**src/rtl/fill_cmd_loader.sv**
```systemverilog
// Byte-serial front-end for the fill stage: collects 10-byte commands, launches the
// fill, waits for done with a watchdog, and keeps a completion count plus sticky errors.
module fill_cmd_loader #(
   parameter int          TIMEOUT_CYCLES = 65535,
   parameter int          CNT_W          = 16,
   parameter logic [3:0]  HDR_OPCODE     = 4'hF
) (
   input  logic             clk,
   input  logic             n_rst,
   input  logic             cmd_valid,
   input  logic [7:0]       cmd_data,
   output logic             cmd_ready,
   output logic             fill_en,
   input  logic             fill_done,
   output logic             fill_type,
   output logic [1:0]       texture_code,
   output logic             layer_num,
   output logic [47:0]      coordinates,
   output logic [23:0]      color_code,
   output logic             busy,
   output logic             hdr_err,
   output logic             timeout_err,
   input  logic             err_clr,
   output logic [CNT_W-1:0] fill_count
);

   localparam int            TW    = $clog2(TIMEOUT_CYCLES + 1);
   localparam logic [TW-1:0] TLAST = TW'(TIMEOUT_CYCLES - 1);

   typedef enum logic [1:0] {IDLE, LOAD, LAUNCH, WAIT_DONE} state_t;

   state_t           state_q, state_d;
   logic [3:0]       idx_q, idx_d;
   logic [63:0]      pay_q, pay_d;
   logic [TW-1:0]    tmo_q, tmo_d;
   logic             ft_q, ft_d;
   logic [1:0]       tc_q, tc_d;
   logic             ln_q, ln_d;
   logic [47:0]      coord_q, coord_d;
   logic [23:0]      color_q, color_d;
   logic [CNT_W-1:0] cnt_q, cnt_d;
   logic             herr_q, herr_d;
   logic             terr_q, terr_d;
   logic             hdr_set, tmo_set;

   logic        xfer, hdr_ok, last_byte, tmo_hit;
   logic [71:0] full_pay;

   assign xfer      = cmd_valid & cmd_ready;
   assign hdr_ok    = (cmd_data[7:4] == HDR_OPCODE);
   assign last_byte = (idx_q == 4'd9);
   assign tmo_hit   = (tmo_q == TLAST);
   // Bytes 1..8 are staged; byte 9 joins them combinationally on the completing edge.
   assign full_pay  = {pay_q, cmd_data};

   always_ff @(posedge clk) begin
      if (n_rst) state_q <= IDLE;
      else       state_q <= state_d;
   end

   always_comb begin
      state_d = state_q;
      case (state_q)
         IDLE:      if (xfer && hdr_ok)        state_d = LOAD;
         LOAD:      if (xfer && last_byte)     state_d = LAUNCH;
         LAUNCH:                               state_d = WAIT_DONE;
         WAIT_DONE: if (fill_done || tmo_hit)  state_d = IDLE;
         default:                              state_d = IDLE;
      endcase
   end

   always_comb begin
      cmd_ready = (state_q == IDLE) || (state_q == LOAD);
      fill_en   = (state_q == LAUNCH);
      busy      = (state_q != IDLE);
   end

   always_comb begin
      idx_d   = idx_q;
      pay_d   = pay_q;
      tmo_d   = tmo_q;
      ft_d    = ft_q;
      tc_d    = tc_q;
      ln_d    = ln_q;
      coord_d = coord_q;
      color_d = color_q;
      cnt_d   = cnt_q;
      hdr_set = 1'b0;
      tmo_set = 1'b0;
      case (state_q)
         IDLE: begin
            if (xfer) begin
               if (hdr_ok) begin
                  ft_d  = cmd_data[3];
                  tc_d  = cmd_data[2:1];
                  ln_d  = cmd_data[0];
                  idx_d = 4'd1;
               end else begin
                  hdr_set = 1'b1;
               end
            end
         end
         LOAD: begin
            if (xfer) begin
               pay_d = full_pay[63:0];
               idx_d = idx_q + 4'd1;
               if (last_byte) begin
                  coord_d = full_pay[71:24];
                  color_d = full_pay[23:0];
                  idx_d   = 4'd0;
               end
            end
         end
         LAUNCH: tmo_d = '0;
         WAIT_DONE: begin
            if (fill_done)    cnt_d   = cnt_q + 1'b1;
            else if (tmo_hit) tmo_set = 1'b1;
            else              tmo_d   = tmo_q + 1'b1;
         end
         default: ;
      endcase
      // A new error event in the same cycle as err_clr keeps the flag set.
      herr_d = (herr_q & ~err_clr) | hdr_set;
      terr_d = (terr_q & ~err_clr) | tmo_set;
   end

   always_ff @(posedge clk) begin
      if (n_rst) begin
         idx_q   <= '0;
         pay_q   <= '0;
         tmo_q   <= '0;
         ft_q    <= 1'b0;
         tc_q    <= '0;
         ln_q    <= 1'b0;
         coord_q <= '0;
         color_q <= '0;
         cnt_q   <= '0;
         herr_q  <= 1'b0;
         terr_q  <= 1'b0;
      end else begin
         idx_q   <= idx_d;
         pay_q   <= pay_d;
         tmo_q   <= tmo_d;
         ft_q    <= ft_d;
         tc_q    <= tc_d;
         ln_q    <= ln_d;
         coord_q <= coord_d;
         color_q <= color_d;
         cnt_q   <= cnt_d;
         herr_q  <= herr_d;
         terr_q  <= terr_d;
      end
   end

   assign fill_type    = ft_q;
   assign texture_code = tc_q;
   assign layer_num    = ln_q;
   assign coordinates  = coord_q;
   assign color_code   = color_q;
   assign hdr_err      = herr_q;
   assign timeout_err  = terr_q;
   assign fill_count   = cnt_q;

endmodule

```
**config.mk**
```make
export PLATFORM = sky130hd
export DESIGN_NAME = fill_cmd_loader
export DESIGN_NICKNAME = d
export VERILOG_FILES = /design/src/rtl/fill_cmd_loader.sv
export SDC_FILE = /design/constraint.sdc
export NUM_CORES = 1
export LEC_CHECK = 0
export ABC_AREA = 1
export CORE_MARGIN = 2
export CORE_UTILIZATION = 50
export DETAILED_ROUTE_END_ITERATION = 16
export PLACE_DENSITY = 0.75
export SLEW_MARGIN = 20
export SYNTH_ARGS = -nofsm -noshare
export SYNTH_HDL_FRONTEND = slang
export SYNTH_SLANG_ARGS = --single-unit
export TNS_END_PERCENT = 5
```
**constraint.sdc**
```tcl
create_clock -name clk -period 5.5 [get_ports clk]
set_clock_uncertainty 0.2 [all_clocks]
set_input_delay 0.825 -clock clk [delete_from_list [all_inputs] [get_ports clk]]
set_output_delay 0.825 -clock clk [all_outputs]
set_load 0.05 [all_outputs]
```
==> impl_metrics.csv <==
group,metric,value,unit
status,outcome,"finished, final reports clean",
finish,layout_commonest_cell,"dfxtp_1",
timing,rsz0062_at_grt,"false",
clocking,postCtsResizedCells,0,
clocking,numCtsBuffers,17,
placement,io_buffers,109,
clocking,clock_sinks,180,
run,drv_cap,0,
yosys,synth.avg_cell_area,7.81,sq um
clocking,clockBufferDepth,2,
yosys,syn_inst,887,
worst_setup_path,crit_chain,"inv_1 > ha_1 > inv_2 > clkdlybuf4s50_1",
worst_setup_path,cpPeakStageDelay,0.80,ns
worst_setup_path,reg2regPathDepth,10,
timing,maxSlewHeadroom,0.362,
floorplan,io_pins,110,
floorplan,dieArea,14800,sq um
yosys,yosys.area.top_type,"dfxtp_1",
yosys,yosysSeqAreaShare,0.520,
route,drt_iter0_markers,348,
finish,nets,997,
timing,tns,0,ns
route,dr.pass1.iters,6,
finish,diodes,0,
finish,drive_gt1_frac,0.0476,
worst_setup_path,crit_cells,4,
clocking,clk_latency,0.42,ns
worst_setup_path,startpoint_type,"flip-flop",
clocking,htreeDepth,4,
yosys,synth_area,6920,sq um
timing,period_needed,3.09,ns
yosys,ys_ff_latch,180,
yosys,synth_nets,910,
route,avgViaCountPerCell,5.11,
min_path,hold_path.class,"reg2reg",
floorplan,die_w,122,um
yosys,synth_top_area_frac,0.520,
timing,hold_viol,0,
timing,setup_viol,0,
floorplan,rows,43,
clocking,cts_setup_buffers,0,
yosys,yosysUniqueCellTypes,28,
min_path,hold_depth,2,
timing,hold_ws,0.248,ns
floorplan,die_h,122,um
clocking,cts_root_buf,"clkbuf_16",
finish,stdcell_count,1167,
clocking,cts_tree,"done",
timing,slew_viol_final,0,
pwr,ir_worst_vdd,0.208,mV
route,vias,5959,
timing,fmax,0.324,GHz
route,routedWlPerCell,13.6,um
worst_setup_path,path_buf_inv,3,
clocking,path_clk_slew,0.06,ns
placement,gp_congestion,0.858,
placement,dp_hpwl,10.2,mm
floorplan,initial_utilization,0.505,
global_route,grt_pass1_wl,26.3,mm
placement,dp.cells,1135,
global_route,gr-usage-all-layers,0.223,
global_route,antenna_found_initial,0,
worst_setup_path,crit_arrival,2.06,ns
worst_setup_path,cp_top_family,"buffers and inverters",
pwr,p_per_area,375,nW/um^2
yosys,synth.area.top_cells,"dfxtp_1 (52%), a21oi_1 (11%), o21ai_0 (10%)",
timing,tightest_slew,0.958,ns
worst_setup_path,path_class,"reg2out",
pwr,leakagePower,3.25,nW
global_route,grt_pass1_vias,5490,
worst_setup_path,crit_fanout,4,
worst_setup_path,cp_slowest_cell,"clkdlybuf4s50_1",
finish,final_util,0.631,
finish,area_delta_synth_final,25.0,%
floorplan,core,13700,sq um
route,antenna_left,0,
finish,layout_common_cells,"dfxtp_1 (180), a21oi_1 (153), o21ai_0 (145), inv_1 (119), clkdlybuf4s50_1 (109)",
worst_setup_path,end_kind,"output pin",
timing,period_share,0.562,
global_route,grt_max_degree,134,
route,wirelength,15.8,mm
worst_setup_path,required,4.47,ns
global_route,grt_overflow_total,0,
clocking,ctsHoldBuffers,0,
yosys,yosys_warnings,0,
route,drc,0,
==> where the power goes <==
part           leakage [nW]  internal [W]  switching [W]
Combinational          1.52      0.000169       0.000405
Clock                 0.284      0.000695       0.000505
Sequential             1.45       0.00142      0.0000555
Total                  3.25       0.00228       0.000966
==> routing by layer <==
metal  track usage  vias up  routed length [um]
met5             0        -                   0
met2         0.347      180                7250
li1              -     3086                   -
met4        0.0812        0                 233
met3        0.0449       16                 857
met1         0.309     2677                7500
==> synthesized netlist by cell type <==
cell type  count
buf_4          1
o21ai_1        6
nor3_1        13
nand4_1        3
nor3b_1        2
ha_1          10
a211oi_1       9
nand2_1       92
nand2_2        4
clkinv_1       2
o21ai_4        1
a21boi_0       1
nor2_2         1
o31ai_1        1
a21oi_1      153
xnor2_1        2
nor2_4         1
nand3_1       23
clkbuf_1      24
nor2_1        67
nand3b_1       1
buf_6          2
o21ai_0      145
inv_1        120
nand2_4        1
inv_2          2
dfxtp_1      180
buf_2         20
==> worst min-delay path, stage by stage, from the launching register on <==
cell     delay (ns)
dfxtp_1        0.31
inv_1          0.05
a21oi_1        0.05
==> registers in the layout, summed over array words and instances (netlist names) <==
| name | flops |
|---|---|
| layer_num | 1 |
| color_code | 24 |
| pay_q | 64 |
| state_q | 2 |
| texture_code | 2 |
| fill_type | 1 |
| tmo_q | 16 |
| timeout_err | 1 |
| fill_count | 16 |
| hdr_err | 1 |
| idx_q | 4 |
| coordinates | 48 |
==> metrics by stage <==
stage / setup slack, ns / area (sq um) / power [W]
floorplan: 3.26 / 6920 / 0.00193
global placement: 2.16 / 8070 / 0.00205
detailed placement: 2.05 / 8070 / 0.00207
CTS: 2.40 / 8650 / 0.00326
global route: 2.22 / 8660 / 0.00341
finish: 2.41 / 8660 / 0.00325
==> logic make-up (layout without fill, tap and decap cells) <==
logic type / Yosys count / after routing / share of synthesized area
xor gates and xnor gates: 2 / 2 / 0.00253
adders and majority gates: 10 / 10 / 0.0181
DFF: 180 / 180 / 0.520
and+or+nand+nor: 208 / 208 / 0.126
AOI/OAI and AO/OA: 316 / 316 / 0.234
buffers and inverters: 171 / 271 / 0.0990
==> path summary, 6_finish.rpt <==
| path | start | to | slack (ns) |
|---|---|---|---|
| worst max-delay path | state_q[0] | busy | 2.41 |
| worst min-delay path | texture_code[0] | texture_code[0] | 0.25 |
| worst max register to register | state_q[0] | color_code[4] | 2.59 |
| worst min register to register | texture_code[0] | texture_code[0] | 0.25 |
==> final cells by class <==
class,instances,area (sq um)
sequential,180,3600
multi-input combinational,536,2640
inverter,124,468
tap,180,225
fill,1230,5060
clock inverter,11,125
timing repair buffer,115,1140
clock buffer,21,460
No activity file was read; power rests on OpenSTA's default activity.
